--- src/rtl/sys_wload_pkg.sv ---
// sys_wload_pkg: FSM state type and sizing helpers for the weight-load sequencer
package sys_wload_pkg;
  typedef enum logic [1:0] {IDLE = 2'd0, FILL = 2'd1, COMMIT = 2'd2, DONE = 2'd3} state_t;
  localparam int WL_ROWS = 4;
  localparam int WL_CW = $clog2(WL_ROWS + 1);
  function automatic int cnt_w(input int rows);
    return $clog2(rows + 1);
  endfunction
endpackage

--- src/rtl/sys_wload_if.sv ---
// sys_wload_if: weight stream, shift chain and phase-controller signals; SYS_WLOAD_PARITY_EN adds wt_par/par_err
interface sys_wload_if #(parameter int DW = 8);
  logic load_en;
  logic wt_valid;
  logic [DW-1:0] wt_data;
  logic wt_ready;
  logic shift_en;
  logic [DW-1:0] shift_data;
  logic wt_latch;
  logic load_done;
  logic busy;
`ifdef SYS_WLOAD_PARITY_EN
  logic wt_par;
  logic par_err;
  modport master (output load_en, wt_valid, wt_data, wt_par,
                  input wt_ready, shift_en, shift_data, wt_latch, load_done, busy, par_err);
  modport slave (input load_en, wt_valid, wt_data, wt_par,
                 output wt_ready, shift_en, shift_data, wt_latch, load_done, busy, par_err);
`else
  modport master (output load_en, wt_valid, wt_data,
                  input wt_ready, shift_en, shift_data, wt_latch, load_done, busy);
  modport slave (input load_en, wt_valid, wt_data,
                 output wt_ready, shift_en, shift_data, wt_latch, load_done, busy);
`endif
endinterface

--- src/rtl/sys_wload_fifo.sv ---
// sys_wload_fifo: small synchronous FIFO; push ignored when full, pop ignored when empty
module sys_wload_fifo #(
  parameter int DW = 8,
  parameter int FIFO_DEPTH = 4
) (
  input  logic clk,
  input  logic rst,
  input  logic push_i,
  input  logic pop_i,
  input  logic [DW-1:0] wr_data_i,
  output logic full_o,
  output logic empty_o,
  output logic [DW-1:0] rd_data_o
);
  localparam int AW = $clog2(FIFO_DEPTH);
  logic [DW-1:0] mem_q [FIFO_DEPTH];
  logic [AW-1:0] wp_q, rp_q;
  logic [AW:0] cnt_q;
  logic do_push, do_pop;
  assign full_o = cnt_q == (AW+1)'(FIFO_DEPTH);
  assign empty_o = cnt_q == '0;
  assign do_push = push_i && !full_o;
  assign do_pop = pop_i && !empty_o;
  assign rd_data_o = mem_q[rp_q];
  // pointers wrap naturally since the depth is a power of two
  always_ff @(posedge clk or negedge rst)
    if (!rst) begin
      wp_q <= '0;
      rp_q <= '0;
      cnt_q <= '0;
    end else begin
      wp_q <= do_push ? wp_q + AW'(1) : wp_q;
      rp_q <= do_pop ? rp_q + AW'(1) : rp_q;
      cnt_q <= cnt_q + (AW+1)'(do_push) - (AW+1)'(do_pop);
    end
  // storage needs no reset; entries are only read after being written
  always_ff @(posedge clk)
    if (do_push) mem_q[wp_q] <= wr_data_i;
endmodule

--- src/rtl/sys_wload_seq.sv ---
// sys_wload_seq: shifts ROWS buffered weights into the array chain, then commits; SYS_WLOAD_PARITY_EN adds parity checking
module sys_wload_seq
  import sys_wload_pkg::*;
#(
  parameter int DW = 8,
  parameter int ROWS = WL_ROWS,
  parameter int FIFO_DEPTH = 4
) (
  input logic clk,
  input logic rst,
  sys_wload_if.slave bus
);
  localparam int CW = cnt_w(ROWS);
`ifdef SYS_WLOAD_PARITY_EN
  localparam int FW = DW + 1;
`else
  localparam int FW = DW;
`endif
  state_t state_q;
  logic [CW-1:0] cnt_q;
  logic en_q, shift_en_q, wt_latch_q, load_done_q;
  logic [DW-1:0] shift_data_q;
  logic [FW-1:0] wr_data, rd_data;
  logic full, empty, pop, all_in, fill_end;
`ifdef SYS_WLOAD_PARITY_EN
  logic par_err_q;
  assign wr_data = {bus.wt_par, bus.wt_data};
  assign bus.par_err = par_err_q;
  // a popped word with odd parity over {par, data} latches the error until reset
  always_ff @(posedge clk or negedge rst)
    if (!rst) par_err_q <= 1'b0;
    else par_err_q <= par_err_q | (pop & ^rd_data);
`else
  assign wr_data = bus.wt_data;
`endif
  sys_wload_fifo #(.DW(FW), .FIFO_DEPTH(FIFO_DEPTH)) u_fifo (
    .clk(clk),
    .rst(rst),
    .push_i(bus.wt_valid),
    .pop_i(pop),
    .wr_data_i(wr_data),
    .full_o(full),
    .empty_o(empty),
    .rd_data_o(rd_data)
  );
  assign all_in = cnt_q == CW'(ROWS);
  assign pop = state_q == FILL && bus.load_en && !empty && !all_in;
  assign fill_end = state_q == FILL && bus.load_en && all_in;
  assign bus.wt_ready = !full;
  assign bus.shift_en = shift_en_q;
  assign bus.shift_data = shift_data_q;
  assign bus.wt_latch = wt_latch_q;
  assign bus.load_done = load_done_q;
  assign bus.busy = state_q != IDLE;
  // FILL lingers one cycle after the last pop so COMMIT follows the last shift_en
  always_ff @(posedge clk or negedge rst)
    if (!rst) begin
      state_q <= IDLE;
      cnt_q <= '0;
      en_q <= 1'b0;
      shift_en_q <= 1'b0;
      shift_data_q <= '0;
      wt_latch_q <= 1'b0;
      load_done_q <= 1'b0;
    end else begin
      en_q <= bus.load_en;
      shift_en_q <= pop;
      shift_data_q <= pop ? rd_data[DW-1:0] : shift_data_q;
      wt_latch_q <= fill_end;
      load_done_q <= state_q == COMMIT;
      case (state_q)
        IDLE: begin
          state_q <= bus.load_en && !en_q ? FILL : IDLE;
          cnt_q <= '0;
        end
        FILL: begin
          state_q <= !bus.load_en ? IDLE : all_in ? COMMIT : FILL;
          cnt_q <= !bus.load_en ? '0 : pop ? cnt_q + CW'(1) : cnt_q;
        end
        COMMIT: state_q <= DONE;
        default: state_q <= IDLE;
      endcase
    end
endmodule
--- src/flat_wrapper.sv ---
// flat-port wrapper written by rule: the top's interface ports become plain ports
module sys_wload_seq_flat import sys_wload_pkg::*;
#(
  parameter int DW = 8,
  parameter int ROWS = WL_ROWS,
  parameter int FIFO_DEPTH = 4
)
  (clk, rst, bus_load_en, bus_wt_valid, bus_wt_data, bus_wt_ready, bus_shift_en, bus_shift_data, bus_wt_latch, bus_load_done, bus_busy);
  sys_wload_if #(.DW(DW)) bus_i ();
  input logic clk;
  input logic rst;
  input wire logic [$bits(bus_i.load_en)-1:0] bus_load_en;
  input wire logic [$bits(bus_i.wt_valid)-1:0] bus_wt_valid;
  input wire logic [$bits(bus_i.wt_data)-1:0] bus_wt_data;
  output wire logic [$bits(bus_i.wt_ready)-1:0] bus_wt_ready;
  output wire logic [$bits(bus_i.shift_en)-1:0] bus_shift_en;
  output wire logic [$bits(bus_i.shift_data)-1:0] bus_shift_data;
  output wire logic [$bits(bus_i.wt_latch)-1:0] bus_wt_latch;
  output wire logic [$bits(bus_i.load_done)-1:0] bus_load_done;
  output wire logic [$bits(bus_i.busy)-1:0] bus_busy;
  assign bus_i.load_en = bus_load_en;
  assign bus_i.wt_valid = bus_wt_valid;
  assign bus_i.wt_data = bus_wt_data;
  assign bus_wt_ready = bus_i.wt_ready;
  assign bus_shift_en = bus_i.shift_en;
  assign bus_shift_data = bus_i.shift_data;
  assign bus_wt_latch = bus_i.wt_latch;
  assign bus_load_done = bus_i.load_done;
  assign bus_busy = bus_i.busy;
  sys_wload_seq #(.DW(DW), .ROWS(ROWS), .FIFO_DEPTH(FIFO_DEPTH)) u_core (.clk(clk), .rst(rst), .bus(bus_i));
endmodule
--- config.mk ---
export PLATFORM = sky130hd
export DESIGN_NAME = sys_wload_seq_flat
export DESIGN_NICKNAME = d
export VERILOG_FILES = /design/src/rtl/sys_wload_pkg.sv /design/src/rtl/sys_wload_if.sv /design/src/rtl/sys_wload_fifo.sv /design/src/rtl/sys_wload_seq.sv /design/src/flat_wrapper.sv
export SDC_FILE = /design/constraint.sdc
export NUM_CORES = 1
export LEC_CHECK = 0
export CAP_MARGIN = 20
export CORE_ASPECT_RATIO = 1.2
export CORE_MARGIN = 2
export CORE_UTILIZATION = 42
export DETAILED_ROUTE_END_ITERATION = 8
export PLACE_DENSITY = 0.72
export SYNTH_ARGS = -nofsm -noshare
export SYNTH_HDL_FRONTEND = slang
export SYNTH_SLANG_ARGS = --single-unit
--- constraint.sdc ---
create_clock -name clk -period 4.09 [get_ports clk]
set_clock_uncertainty 0.15 [all_clocks]
set_input_delay 0.818 -clock clk [delete_from_list [all_inputs] [get_ports clk]]
set_output_delay 0.818 -clock clk [all_outputs]
set_load 0.01 [all_outputs]
==> results.toml, run 1 <==
[run_status]
status = "completed"

[clock_network]
cts_resized = 0
clock-sinks = 56
cts_root_buffer = "clkbuf_8"
htree_levels = 2
postCtsHoldBufs = 0
clockBufferDepth = 2
cts_made_buffers = 5
worst_skew_pair.late_latency_ns = 0.30
cts_setup_buffers = 0
clkSlewWorstSetupHoldPaths_ns = 0.09
cts_tree = "done"

[critical_path]
critPathKind = "in2reg"
worstPathArrival_ns = 3.10
critPathLaunchType = "input port"
max_stage_delay_ns = 0.61
worstSetupStartpoint = "bus_load_en"
path_delay_family = "buffers and inverters"
critical-path-slowest-cell = "clkdlybuf4s50_1"
crit_chain = "clkdlybuf4s50_1 -> nand3b_4 -> or3_4 -> inv_1 -> ha_1 -> inv_1 -> ha_1 -> fa_1 -> xor2_1 -> xnor2_1"
crit_required_ns = 4.13
cp_max_fo = 6
crit_path_end_kind = "flop"
r2r_start = "u_core.cnt_q[0]"
critPathBufInv = 3

[die]
chipHeight_um = 85.5
die-area_um2 = 6150
ios = 25
core_region_area_um2 = 5300
rows = 29
start_util_pct = 43.9
die_w_um = 71.9

[sta]
min_period_ns = 3.06
worstMarginPinSlew_ns = 0.517
rsz0062_at_grt = "no"
final-hold-violation-count = 0
fmax_mhz = 327
finalCritPeriodShare_pct = 74.8
slew_headroom_pct = 65.5
setup_violations = 0
setup-tns-final_ns = 0
drv_slew = 0

[routing]
vias = 1178
dr.pass1.iters = 4
drt-initial-drc-count = 55
highest_layer = "met4"
met2_length_mm = 2.09
wl_met3_um = 125
wirelength_mm = 3.68
drc = 0
wl_per_cell_um = 16.7
via_per_inst = 5.35
wl_met1_mm = 1.39
ant_nets = 0

[flow_run]
drv_cap = 0

[min_path]
hp-start = "u_core.bus.shift_data[3]"
hp-class = "reg2reg"

[placed_design]
gp_congestion = 0.826
hpwlAfterDp_mm = 2.59
dp_cells = 211
portBuffers = 24
dpl_cell_area_um2 = 2610

[yosys]
netlist_instances = 128
async_flop_share_pct = 42.9
synth-main-ff-cell = "edfxtp_1"
ys_seq_area_share_pct = 67.2
synth_cell_types = 36
synth_top_area_share_pct = 41.4
synth.most_common_cell = "edfxtp_1"
synth_top_area_cell = "edfxtp_1"
ys_top_cells_by_count = "edfxtp_1, dfrtp_1, inv_1"
syn_nets = 149
yosys_register_bits = 56
synth_edf_count = 32
yosysWarnings = 0
synth_area_um2 = 2320
syn_area_per_cell_um2 = 18.2
synth_area_leaders = "edfxtp_1, dfrtp_1, mux4_2"

[power]
ir_drop_v = 0.000221
switchingPower_w = 0.000489
powerDensity_nw_per_um2 = 614
comb_power_share_pct = 30.3
internal_power_w = 0.00118
p_sw_share_pct = 29.3
clkPwrFrac_pct = 17.8
p_seq_share_pct = 51.9
p_leak_nw = 1.11

[layout]
syn_to_final_growth_pct = 17.0
layout-drive-gt1-share_pct = 20.9
postLayoutCellArea_um2 = 2720
finalNetCount = 178
fin_cells = 220
fillers = 435
diodes = 0

[grt]
grtUsageTotal_pct = 13.5
grt_max_degree = 25
grt_pass1_wl_mm = 6.12
grt_antenna_before_repair = 0
gr-total-overflow = 0
grt_pass1_vias = 1278
[metrics by stage]
step	power (W)	utilization, %	setup WS [ns]	hold slack (ns)
global placement	0.00136	49.3	0.830	0.343
CTS	0.00169	51.0	1.02	0.372
detailed placement	0.00140	49.3	0.698	0.343
finish	0.00167	51.3	1.03	0.366
floorplan	0.00120	-	1.49	0.326
global route	0.00178	51.3	0.891	0.382
[worst paths after layout]
kind,endpoint,cells after the start,slack (ns)
max reg2reg,u_core.u_fifo.cnt_q[2],11,1.30
min,u_core.bus.shift_data[3],1,0.37
max,u_core.u_fifo.cnt_q[2],10,1.03
min reg2reg,u_core.bus.shift_data[3],1,0.37
min in group asynchronous,u_core.bus.shift_data[5],1,0.60
max in group asynchronous,u_core.en_q,2,2.76
[registers in the layout (all words and copies together), names as in the netlist]
register / count
u_core.u_fifo.mem_q: 32
u_core.u_fifo.rp_q: 2
u_core.cnt_q: 3
u_core.u_fifo.cnt_q: 3
u_core.bus.load_done: 1
u_core.en_q: 1
u_core.bus.shift_en: 1
u_core.bus.wt_latch: 1
u_core.state_q: 2
u_core.bus.shift_data: 8
u_core.u_fifo.wp_q: 2
[power by group through the flow]
| stage | Combinational (W) | Sequential (W) | Clock (W) |
|---|---|---|---|
| floorplan | 0.000353 | 0.000843 | 0 |
| global placement | 0.000482 | 0.000873 | 0 |
| detailed placement | 0.000512 | 0.000885 | 0 |
| CTS | 0.000513 | 0.000874 | 0.000307 |
| global route | 0.000557 | 0.000891 | 0.000327 |
| finish | 0.000505 | 0.000867 | 0.000298 |
[cell families after synthesis]
| logic type | after synthesis | share of synthesized area, % |
|---|---|---|
| adder cells (fa/ha/maj) | 9 | 5.17 |
| AND/OR/NAND/NOR | 18 | 6.36 |
| AO/OA/AOI/OAI | 8 | 2.91 |
| multiplexers | 17 | 13.2 |
| buffers and inverters | 15 | 3.23 |
| XOR/XNOR | 5 | 1.89 |
| flip-flops | 56 | 67.2 |
[layout by cell type, fill, tap and decap left out, types with 2 or more instances in the layout]
master	instances
and3_1	4
clkbuf_8	5
clkdlybuf4s50_1	24
clkinv_2	2
dfrtp_1	24
edfxtp_1	32
ha_1	8
inv_1	11
mux2_2	2
mux2_4	7
mux4_2	8
or2_2	2
xnor2_1	3
xor2_1	2
[layout make-up]
type / instances / area [um^2] / area share, %
well taps: 62 / 77.6 / 2.85
clock buffers: 5 / 68.8 / 2.53
repair buffers: 25 / 255 / 9.39
clock inverters: 3 / 22.5 / 0.828
inverters: 12 / 46.3 / 1.70
flip-flops and latches: 56 / 1560 / 57.4
multi-input cells: 57 / 687 / 25.3
[routing by layer]
metal | GRT usage (%) | vias up
met2 | 24.4 | 32
met3 | 3.33 | 7
li1 | - | 530
met5 | 0 | -
met1 | 14.9 | 609
met4 | 5.66 | 0
[worst reg2reg max path: stages (launching register included)]
cell,delay (ns)
dfrtp_1,0.44
inv_1,0.08
ha_1,0.21
and2_0,0.26
or3_4,0.42
inv_1,0.07
ha_1,0.11
inv_1,0.04
ha_1,0.19
fa_1,0.39
xor2_1,0.19
xnor2_1,0.14
Power figures use the tool's default switching activity.
==> inputs of run 2 (changes only) <==
==> constraint.sdc (replaced) <==
create_clock -name clk -period 3.2 [get_ports clk]
set_clock_uncertainty 0.15 [all_clocks]
set_input_delay 0.64 -clock clk [delete_from_list [all_inputs] [get_ports clk]]
set_output_delay 0.64 -clock clk [all_outputs]
set_load 0.01 [all_outputs]
==> run 2 against run 1 <==
Against the previous run:
- first-iteration DRC count up 35%
- global-route usage down 0.38 points
- die area unchanged
- largest power group unchanged
- highest routed layer unchanged
==> results.toml, run 2 (synthesis gave the netlist of run 1 again) <==
[run_status]
status = "completed"

[layout]
diodes = 0
most-common-layout-cells = "edfxtp_1, clkdlybuf4s50_1, dfrtp_1"
postLayoutCellArea_um2 = 2720
finalNetCount = 179
seqCellArea_um2 = 1560
syn_to_final_growth_pct = 16.9
fin_cells = 221
multi_input_area_um2 = 687
final_common_cell = "edfxtp_1"
largest_reg_flops = 32
fillers = 435
layout-drive-gt1-share_pct = 20.8
top_register = "u_core.u_fifo.mem_q"

[power]
ir_drop_v = 0.000245
p_leak_nw = 1.11
finalPower_w = 0.00211
powerDensity_nw_per_um2 = 777

[clock_network]
htree_levels = 2
cts_made_buffers = 5
cts_setup_buffers = 0
cts_tree = "done"
postCtsHoldBufs = 0
clock-sinks = 56
clockBufferDepth = 2
cts_root_buffer = "clkbuf_8"
cts_resized = 0
clkSlewWorstSetupHoldPaths_ns = 0.09
worst_skew_pair.late_latency_ns = 0.30

[routing]
dr.pass1.iters = 4
wirelength_mm = 3.55
vias = 1113
wl_per_cell_um = 16.1
via_per_inst = 5.04
ant_nets = 0
drt-initial-drc-count = 74
drc = 0

[critical_path]
crit_required_ns = 3.24
crit_chain = "clkdlybuf4s50_1 -> nand3b_4 -> or3_4 -> inv_1 -> ha_1 -> inv_1 -> ha_1 -> fa_1 -> xor2_1 -> xnor2_1"
critPathLaunchType = "input port"
r2r_start = "u_core.cnt_q[0]"
cp_max_fo = 4
r2r_setup_slack_ns = 0.52
r2r_end = "u_core.u_fifo.cnt_q[2]"
max_stage_delay_ns = 0.54
worstPathArrival_ns = 2.79
crit_path_end_kind = "flop"
critical-path-slowest-cell = "clkdlybuf4s50_1"
critPathKind = "in2reg"
r2r_cells = 11

[die]
ios = 25
rows = 29
start_util_pct = 43.9
chipHeight_um = 85.5
die_w_um = 71.9
core_region_area_um2 = 5300
die-area_um2 = 6150

[sta]
worstMarginPinSlew_ns = 0.521
min_period_ns = 2.75
drv_slew = 0
final-hold-violation-count = 0
fmax_mhz = 363
setup-tns-final_ns = 0
setup_violations = 0
slew_headroom_pct = 64.9
hold_slack_ns = 0.368
finalCritPeriodShare_pct = 86.0
rsz0062_at_grt = "no"

[min_path]
min_to = "u_core.bus.shift_data[0]"
whs_path_depth = 1
hp-class = "reg2reg"
hp-start = "u_core.bus.shift_data[0]"

[grt]
grt_pass1_vias = 1259
grtUsageTotal_pct = 13.1
grt_max_degree = 25
grt_pass1_wl_mm = 5.94
grt_antenna_before_repair = 0
gr-total-overflow = 0

[placed_design]
hpwlAfterDp_mm = 2.61
dpl_cell_area_um2 = 2630
gp_congestion = 0.754
portBuffers = 24
dp_cells = 213

[flow_run]
drv_cap = 0
==> run 2: cell count changes in the layout (fill, tap and decap cells not counted) <==
cell	previous run	this run
clkbuf_1	0	1
clkinv_2	2	1
buf_8	1	0
clkinvlp_4	0	1
inv_6	1	0
buf_4	0	2
==> run 2: cell type report <==
cell class | instances | share of cell area [%]
clock buffers | 6 | 2.67
clock inverters | 2 | 0.599
inverters | 12 | 1.70
multi-input cells | 57 | 25.3
flip-flops and latches | 56 | 57.5
well taps | 62 | 2.86
repair buffers | 26 | 9.40
==> run 2: worst max-delay path, delay by kind of cell <==
family                     cells  cell delay (ns)
adders and majority gates      3             0.66
buffers and inverters          3             0.65
and+or+nand+nor                2             0.53
xor gates and xnor gates       2             0.31
==> run 2: metal layers <==
metal | share of wire [%] | track usage, % | vias to the layer above
met5 | 0 | 0 | -
met4 | 2.5 | 5.83 | 0
met3 | 3.1 | 3.44 | 7
met2 | 56 | 23.7 | 22
met1 | 38 | 14.2 | 552
li1 | - | - | 532
==> run 2: power breakdown <==
group	total (W)	internal, W	leakage (nW)	switching, W
logic	0.000633	0.000389	0.473	0.000244
registers	0.00111	0.000960	0.590	0.000150
clock network	0.000368	0.000156	0.0414	0.000212
total	0.00211	0.00151	1.11	0.000606
==> run 2: how the worst max path moves through the flow <==
stage                                from                     end  slack, ns  depth (start not counted)
after global placement        bus_load_en  u_core.u_fifo.cnt_q[2]       0.20                         10
after detailed placement      bus_load_en  u_core.u_fifo.cnt_q[2]       0.13                         10
final                         bus_load_en  u_core.u_fifo.cnt_q[2]       0.45                         10
after floorplan           u_core.cnt_q[0]  u_core.u_fifo.cnt_q[2]       0.68                         11
after global routing      u_core.cnt_q[0]  u_core.u_fifo.cnt_q[2]       0.33                         11
after CTS                     bus_load_en  u_core.u_fifo.cnt_q[2]       0.45                         10
==> run 2: through the flow <==
step	util, %	setup slack, ns
floorplan	-	0.681
global placement	49.6	0.201
detailed placement	49.6	0.135
CTS	51.3	0.451
global route	51.3	0.328
finish	51.3	0.449
